**config.mk**
```make
export PLATFORM = sky130hd
export DESIGN_NAME = spi_baud_generator
export DESIGN_NICKNAME = d
export VERILOG_FILES = /design/src/rtl/spi_baud_generator.sv
export SDC_FILE = /design/constraint.sdc
export NUM_CORES = 1
export LEC_CHECK = 0
export BUFFER_PORTS_ARGS = -buffer_cell sky130_fd_sc_hd__buf_2
export CAP_MARGIN = 40
export CORE_UTILIZATION = 54
export CTS_BUF_LIST = sky130_fd_sc_hd__clkbuf_8
export CTS_CLUSTER_DIAMETER = 30
export CTS_CLUSTER_SIZE = 30
export DETAILED_ROUTE_END_ITERATION = 16
export GPL_TIMING_DRIVEN = 0
export PLACE_DENSITY = 0.72
export REMOVE_ABC_BUFFERS = 1
export SYNTH_ARGS = -nofsm -noshare
export SYNTH_HDL_FRONTEND = slang
export SYNTH_SLANG_ARGS = --single-unit
```
**constraint.sdc**
```tcl
create_clock -name PCLK -period 10 [get_ports PCLK]
set_input_delay 0.5 -clock PCLK [delete_from_list [all_inputs] [get_ports PCLK]]
set_output_delay 0.5 -clock PCLK [all_outputs]
set_load 0.05 [all_outputs]
```
**src/rtl/spi_baud_generator.sv**
```systemverilog
// SPI baud generator: divides PCLK into sclk and issues one-cycle
// sample/shift strobes ahead of each sclk edge, counts bits per byte.
// Ports: PCLK/PRESET (sync, active-high), spi_mode/spiswai/ss gate the
//   clock, sppr/spr select BaudRateDivisor, cpol/cpha set clock shape;
//   outputs sclk, sample_pulse, shift_pulse, bit_cnt, byte_done, cfg_err.
// Optional: define SPI_BAUD_CFG_ERR_EN to flag {sppr,spr} changes in RUN.
module spi_baud_generator #(
    parameter int DIV_W = 12,
    parameter int BITS  = 8
) (
    input  logic             PCLK,
    input  logic             PRESET,
    input  logic [1:0]       spi_mode,
    input  logic             spiswai,
    input  logic [2:0]       sppr,
    input  logic [2:0]       spr,
    input  logic             cpol,
    input  logic             cpha,
    input  logic             ss,
    output logic [DIV_W-1:0] BaudRateDivisor,
    output logic             sclk,
    output logic             sample_pulse,
    output logic             shift_pulse,
    output logic [2:0]       bit_cnt,
    output logic             byte_done,
    output logic             cfg_err
);

    typedef enum logic {S_IDLE, S_RUN} state_t;
    // LEAD: the next sclk edge leaves the idle level.
    typedef enum logic {LEAD, TRAIL} phase_t;

    state_t           state_q, state_d;
    phase_t           phase_q, phase_d;
    logic [DIV_W-1:0] cnt_q, cnt_d;
    logic [DIV_W-1:0] half_q, half_d;
    logic             sclk_q, sclk_d;
    logic [2:0]       bit_q, bit_d;
    logic             sample_q, sample_d;
    logic             shift_q, shift_d;
    logic             done_q, done_d;

    logic [DIV_W-1:0] pre;
    logic [DIV_W-1:0] half;
    logic             run;
    logic             fire;
    logic             lead;

    assign pre             = DIV_W'(sppr) + DIV_W'(1);
    assign BaudRateDivisor = pre << ({1'b0, spr} + 4'd1);
    assign half            = BaudRateDivisor >> 1;

    assign run = !ss && (spi_mode == 2'b00 ||
                         (spi_mode == 2'b01 && !spiswai));

    always_comb begin
        state_d  = state_q;
        phase_d  = phase_q;
        cnt_d    = cnt_q;
        half_d   = half_q;
        sclk_d   = sclk_q;
        bit_d    = bit_q;
        done_d   = 1'b0;
        sample_d = 1'b0;
        shift_d  = 1'b0;
        fire     = 1'b0;
        lead     = 1'b0;

        unique case (state_q)
            S_IDLE: begin
                sclk_d  = cpol;
                cnt_d   = '0;
                bit_d   = '0;
                phase_d = LEAD;
                if (run) begin
                    state_d = S_RUN;
                    half_d  = half;
                end
            end
            S_RUN: begin
                if (!run) begin
                    state_d = S_IDLE;
                    sclk_d  = cpol;
                    cnt_d   = '0;
                    bit_d   = '0;
                    phase_d = LEAD;
                end else if (cnt_q == half_q - DIV_W'(1)) begin
                    cnt_d   = '0;
                    sclk_d  = ~sclk_q;
                    phase_d = (phase_q == LEAD) ? TRAIL : LEAD;
                    if (phase_q == TRAIL) begin
                        if (bit_q == 3'(BITS - 1)) begin
                            bit_d  = '0;
                            done_d = 1'b1;
                        end else begin
                            bit_d = bit_q + 3'd1;
                        end
                    end
                end else begin
                    cnt_d = cnt_q + DIV_W'(1);
                end
            end
            default: state_d = S_IDLE;
        endcase

        // Strobe is registered one cycle ahead of the edge it announces:
        // it is decoded from the counter value of the cycle being entered.
        fire     = (state_d == S_RUN) && (cnt_d == half_d - DIV_W'(1));
        lead     = (phase_d == LEAD);
        sample_d = fire && (lead != cpha);
        shift_d  = fire && (lead == cpha);
    end

    always_ff @(posedge PCLK) begin
        if (PRESET) begin
            state_q  <= S_IDLE;
            phase_q  <= LEAD;
            cnt_q    <= '0;
            half_q   <= DIV_W'(1);
            sclk_q   <= cpol;
            bit_q    <= '0;
            sample_q <= 1'b0;
            shift_q  <= 1'b0;
            done_q   <= 1'b0;
        end else begin
            state_q  <= state_d;
            phase_q  <= phase_d;
            cnt_q    <= cnt_d;
            half_q   <= half_d;
            sclk_q   <= sclk_d;
            bit_q    <= bit_d;
            sample_q <= sample_d;
            shift_q  <= shift_d;
            done_q   <= done_d;
        end
    end

    assign sclk         = sclk_q;
    assign sample_pulse = sample_q;
    assign shift_pulse  = shift_q;
    assign bit_cnt      = bit_q;
    assign byte_done    = done_q;

`ifdef SPI_BAUD_CFG_ERR_EN
    logic [5:0] cfg_q, cfg_d;
    logic       err_q, err_d;

    always_comb begin
        cfg_d = cfg_q;
        err_d = err_q;
        if (state_q == S_IDLE && run) begin
            cfg_d = {sppr, spr};
            err_d = 1'b0;
        end else if (state_q == S_RUN && {sppr, spr} != cfg_q) begin
            err_d = 1'b1;
        end
    end

    always_ff @(posedge PCLK) begin
        if (PRESET) begin
            cfg_q <= '0;
            err_q <= 1'b0;
        end else begin
            cfg_q <= cfg_d;
            err_q <= err_d;
        end
    end

    assign cfg_err = err_q;
`else
    assign cfg_err = 1'b0;
`endif

endmodule

```
==> results.cfg <==
[clocking]
cts_inserted_buffers = 5
cts.root.buffer_cell = clkbuf_8
cts_tree = done
clk_latency_ps = 290
ctsResizeCount = 0
cts-hold-fix-buffers = 0
postCtsSetupBuffers = 0
clk_pin_slew_ps = 70
clockBufferDepth = 2
htree_levels = 2
cts.sinks = 33

[worst_setup_path]
critPathRequiredTime_ps = 10230
cp_max_fo = 15
slowest_stage = a2111oi_1
cp.arrival_ps = 4480
crit_type = in2reg
critical_path.top_delay_family = compound AO/OA/AOI/OAI gates
worst_setup_path_end_kind = flip-flop
crit_path_cell_trace = buf_2 -> ha_1 -> nand2b_1 -> o211a_1 -> nor3_1 -> a21oi_1 -> ha_1 -> nand2_1 -> o41ai_4 -> nor4b_2 -> xnor2_1 -> nor4b_1 -> o32ai_1 -> a2111oi_1 -> and2_1
cp_slowest_stage_delay_ps = 560
path_buf_inv = 1
startpoint_type = input pin
r2r_slack_ps = 6050
crit_top_cell = ha_1

[global_routing]
grt_first_pass_wirelength_um = 11100
antenna_found_initial = 0
grt_pass1_vias = 2323
globalRouteOverflowTotal = 0
grt_use_total_pct = 26.6
grt_max_degree = 18

[timing]
fin_hold_ws_ps = 479
rsz0062_at_grt = no
setup_viol = 0
fmax_mhz = 235
maxSlewHeadroom_pct = 49.9
post-route-period-util_pct = 42.5
hold_viol_final = 0
skew_ps = 5.41
worst_slew_pin_slew_ps = 744
final.setup.tns_ps = 0
drv_slew = 0
fin_crit_ps = 4250

[route]
drt_iter0_markers = 139
dr.pass1.iters = 5
vias = 2681
antenna_left = 0
vias_per_cell = 6.05
drc = 0
wl_um = 6850
wl_per_cell_um = 15.5

[worst_hold_path]
min-delay-path-class = reg2reg

[layout]
drive_gt1_share_pct = 17.2
layout-area-overhead-vs-synth_pct = 10.5
final_core_util_pct = 61.8
final_net_count = 393
final_cell_mix = nor2_1, dfxtp_1, buf_2
finalNonFillerCells = 443
final_common_cell = nor2_1
antenna_cells = 0
nFillCells = 483

[floorplanning]
core_area_sq_um = 5110
io_pins = 34
dieArea_sq_um = 5580
rows = 26
start_util_pct = 55.9
die_h_um = 74.7
die_width_um = 74.7

[job]
cap_viol_max_count = 0

[logic_synthesis]
async_flop_share_pct = 0
synth_edf_count = 1
synth_warnings = 0
synth_cells = 347
synth_top_area_share_pct = 22.4
synth_top_cell_by_area = dfxtp_1
synthTopCellsByArea = dfxtp_1, nor2_1, xnor2_1, xor2_1, mux2i_1
synth_area_sq_um = 2860
ys_ff_latch = 33
postSynthAreaPerCell_sq_um = 8.23
synth_top_family_by_area = simple AND/OR/NAND/NOR gates
synthXorXnorAreaFrac_pct = 12.4
synth-simple-area-share_pct = 28.2
seq_area_frac_synth_pct = 23.5
synth.area.mux_share_pct = 5.52
synthAdderAreaFrac_pct = 3.07
netlist-cell-type-count = 77
ys.flop_type = dfxtp_1
synth_compound_area_share_pct = 23.6

[status]
status = finished, final reports clean

[power]
leakage_uw = 0.00124
vdd_drop_max_mv = 0.0809
powerDensity_nw_per_um2 = 121

[placed_design]
hpwl_um = 5400
gp_congestion = 0.850
port_buffers = 32
dp_cells = 435
## Yosys cell counts (all sizes together), types with 4 or more instances
library cell / instances
nor2: 45
dfxtp: 32
nand2: 23
xnor2: 19
xor2: 18
a21oi: 15
nand3: 12
o21ai: 12
and2: 9
mux2i: 9
nor3: 9
buf: 8
inv: 8
clkbuf: 7
ha: 7
nor4b: 7
a211oi: 6
nand2b: 6
nand4: 6
nor3b: 5
o31ai: 5
mux2: 4
nor4: 4
o21a: 4
o22ai: 4
## path summary, 6_finish.rpt
kind / start / end / cells past startpoint
setup / recovery: spr[0] / sample_pulse / 15
hold / removal: bit_cnt[1] / bit_cnt[1] / 2
setup reg to reg: half_q[0] / sample_pulse / 12
hold reg to reg: bit_cnt[1] / bit_cnt[1] / 2
## cell families (layout without fill, tap and decap cells)
family	Yosys count	after routing
adder cells (fa/ha/maj)	7	7
AND/OR/NAND/NOR	148	148
buffers and inverters	23	49
AO/OA/AOI/OAI	83	83
flip-flops	33	33
other	1	1
XOR/XNOR	38	38
multiplexers	14	14
## worst register-to-register path, cell delays in order (launching register included)
cell and delay [ps]:
dfxtp_1 370, inv_1 100, ha_1 330, nor3b_1 280
and3_1 240, nor4b_1 450, a31oi_4 130, o311ai_4 630
o211ai_1 180, o21ai_1 150, o2111ai_1 190, a2111oi_1 630
and2_1 210
## cell type report
type                       instances  area (sq um)  area share (%)
multi-input combinational        291          2080            66.0
sequential                        33           671            21.3
timing repair buffer              33           168            5.31
tap                               70          87.6            2.78
clock buffer                       6          82.6            2.62
clock inverter                     2          33.8            1.07
inverter                           8          30.0           0.952
## metrics by stage
step | power [uW] | setup WS [ps] | instance area, sq um
6_report | 381 | 5750 | 3160
5_1_grt | 398 | 5400 | 3160
4_1_cts | 381 | 5780 | 3160
3_5_place_dp | 251 | 5500 | 3040
3_3_place_gp | 249 | 5200 | 3030
2_1_floorplan | 227 | 6080 | 2780
## sequential cells by signal, summed over array words and instances (netlist names)
| register | cells |
|---|---|
| bit_cnt | 3 |
| byte_done | 1 |
| cnt_q | 12 |
| half_q | 12 |
| phase_q | 1 |
| sample_pulse | 1 |
| sclk | 1 |
| shift_pulse | 1 |
| state_q | 1 |
## power breakdown
group          internal, uW  leakage, uW  switching, uW
Combinational          42.2     0.000910           71.4
Clock                  80.2    0.0000626           50.6
Sequential              134     0.000269           3.02
Total                   256      0.00124            125
## metal layers
metal | global-route usage [%] | part of all wire (%) | vias up
li1 | - | - | 1331
met4 | 6.50 | 0.95 | 0
met1 | 35.6 | 46 | 1262
met2 | 44.5 | 47 | 81
met3 | 4.69 | 5.7 | 7
met5 | 0 | 0 | -
(Power assumes the default switching activity.)
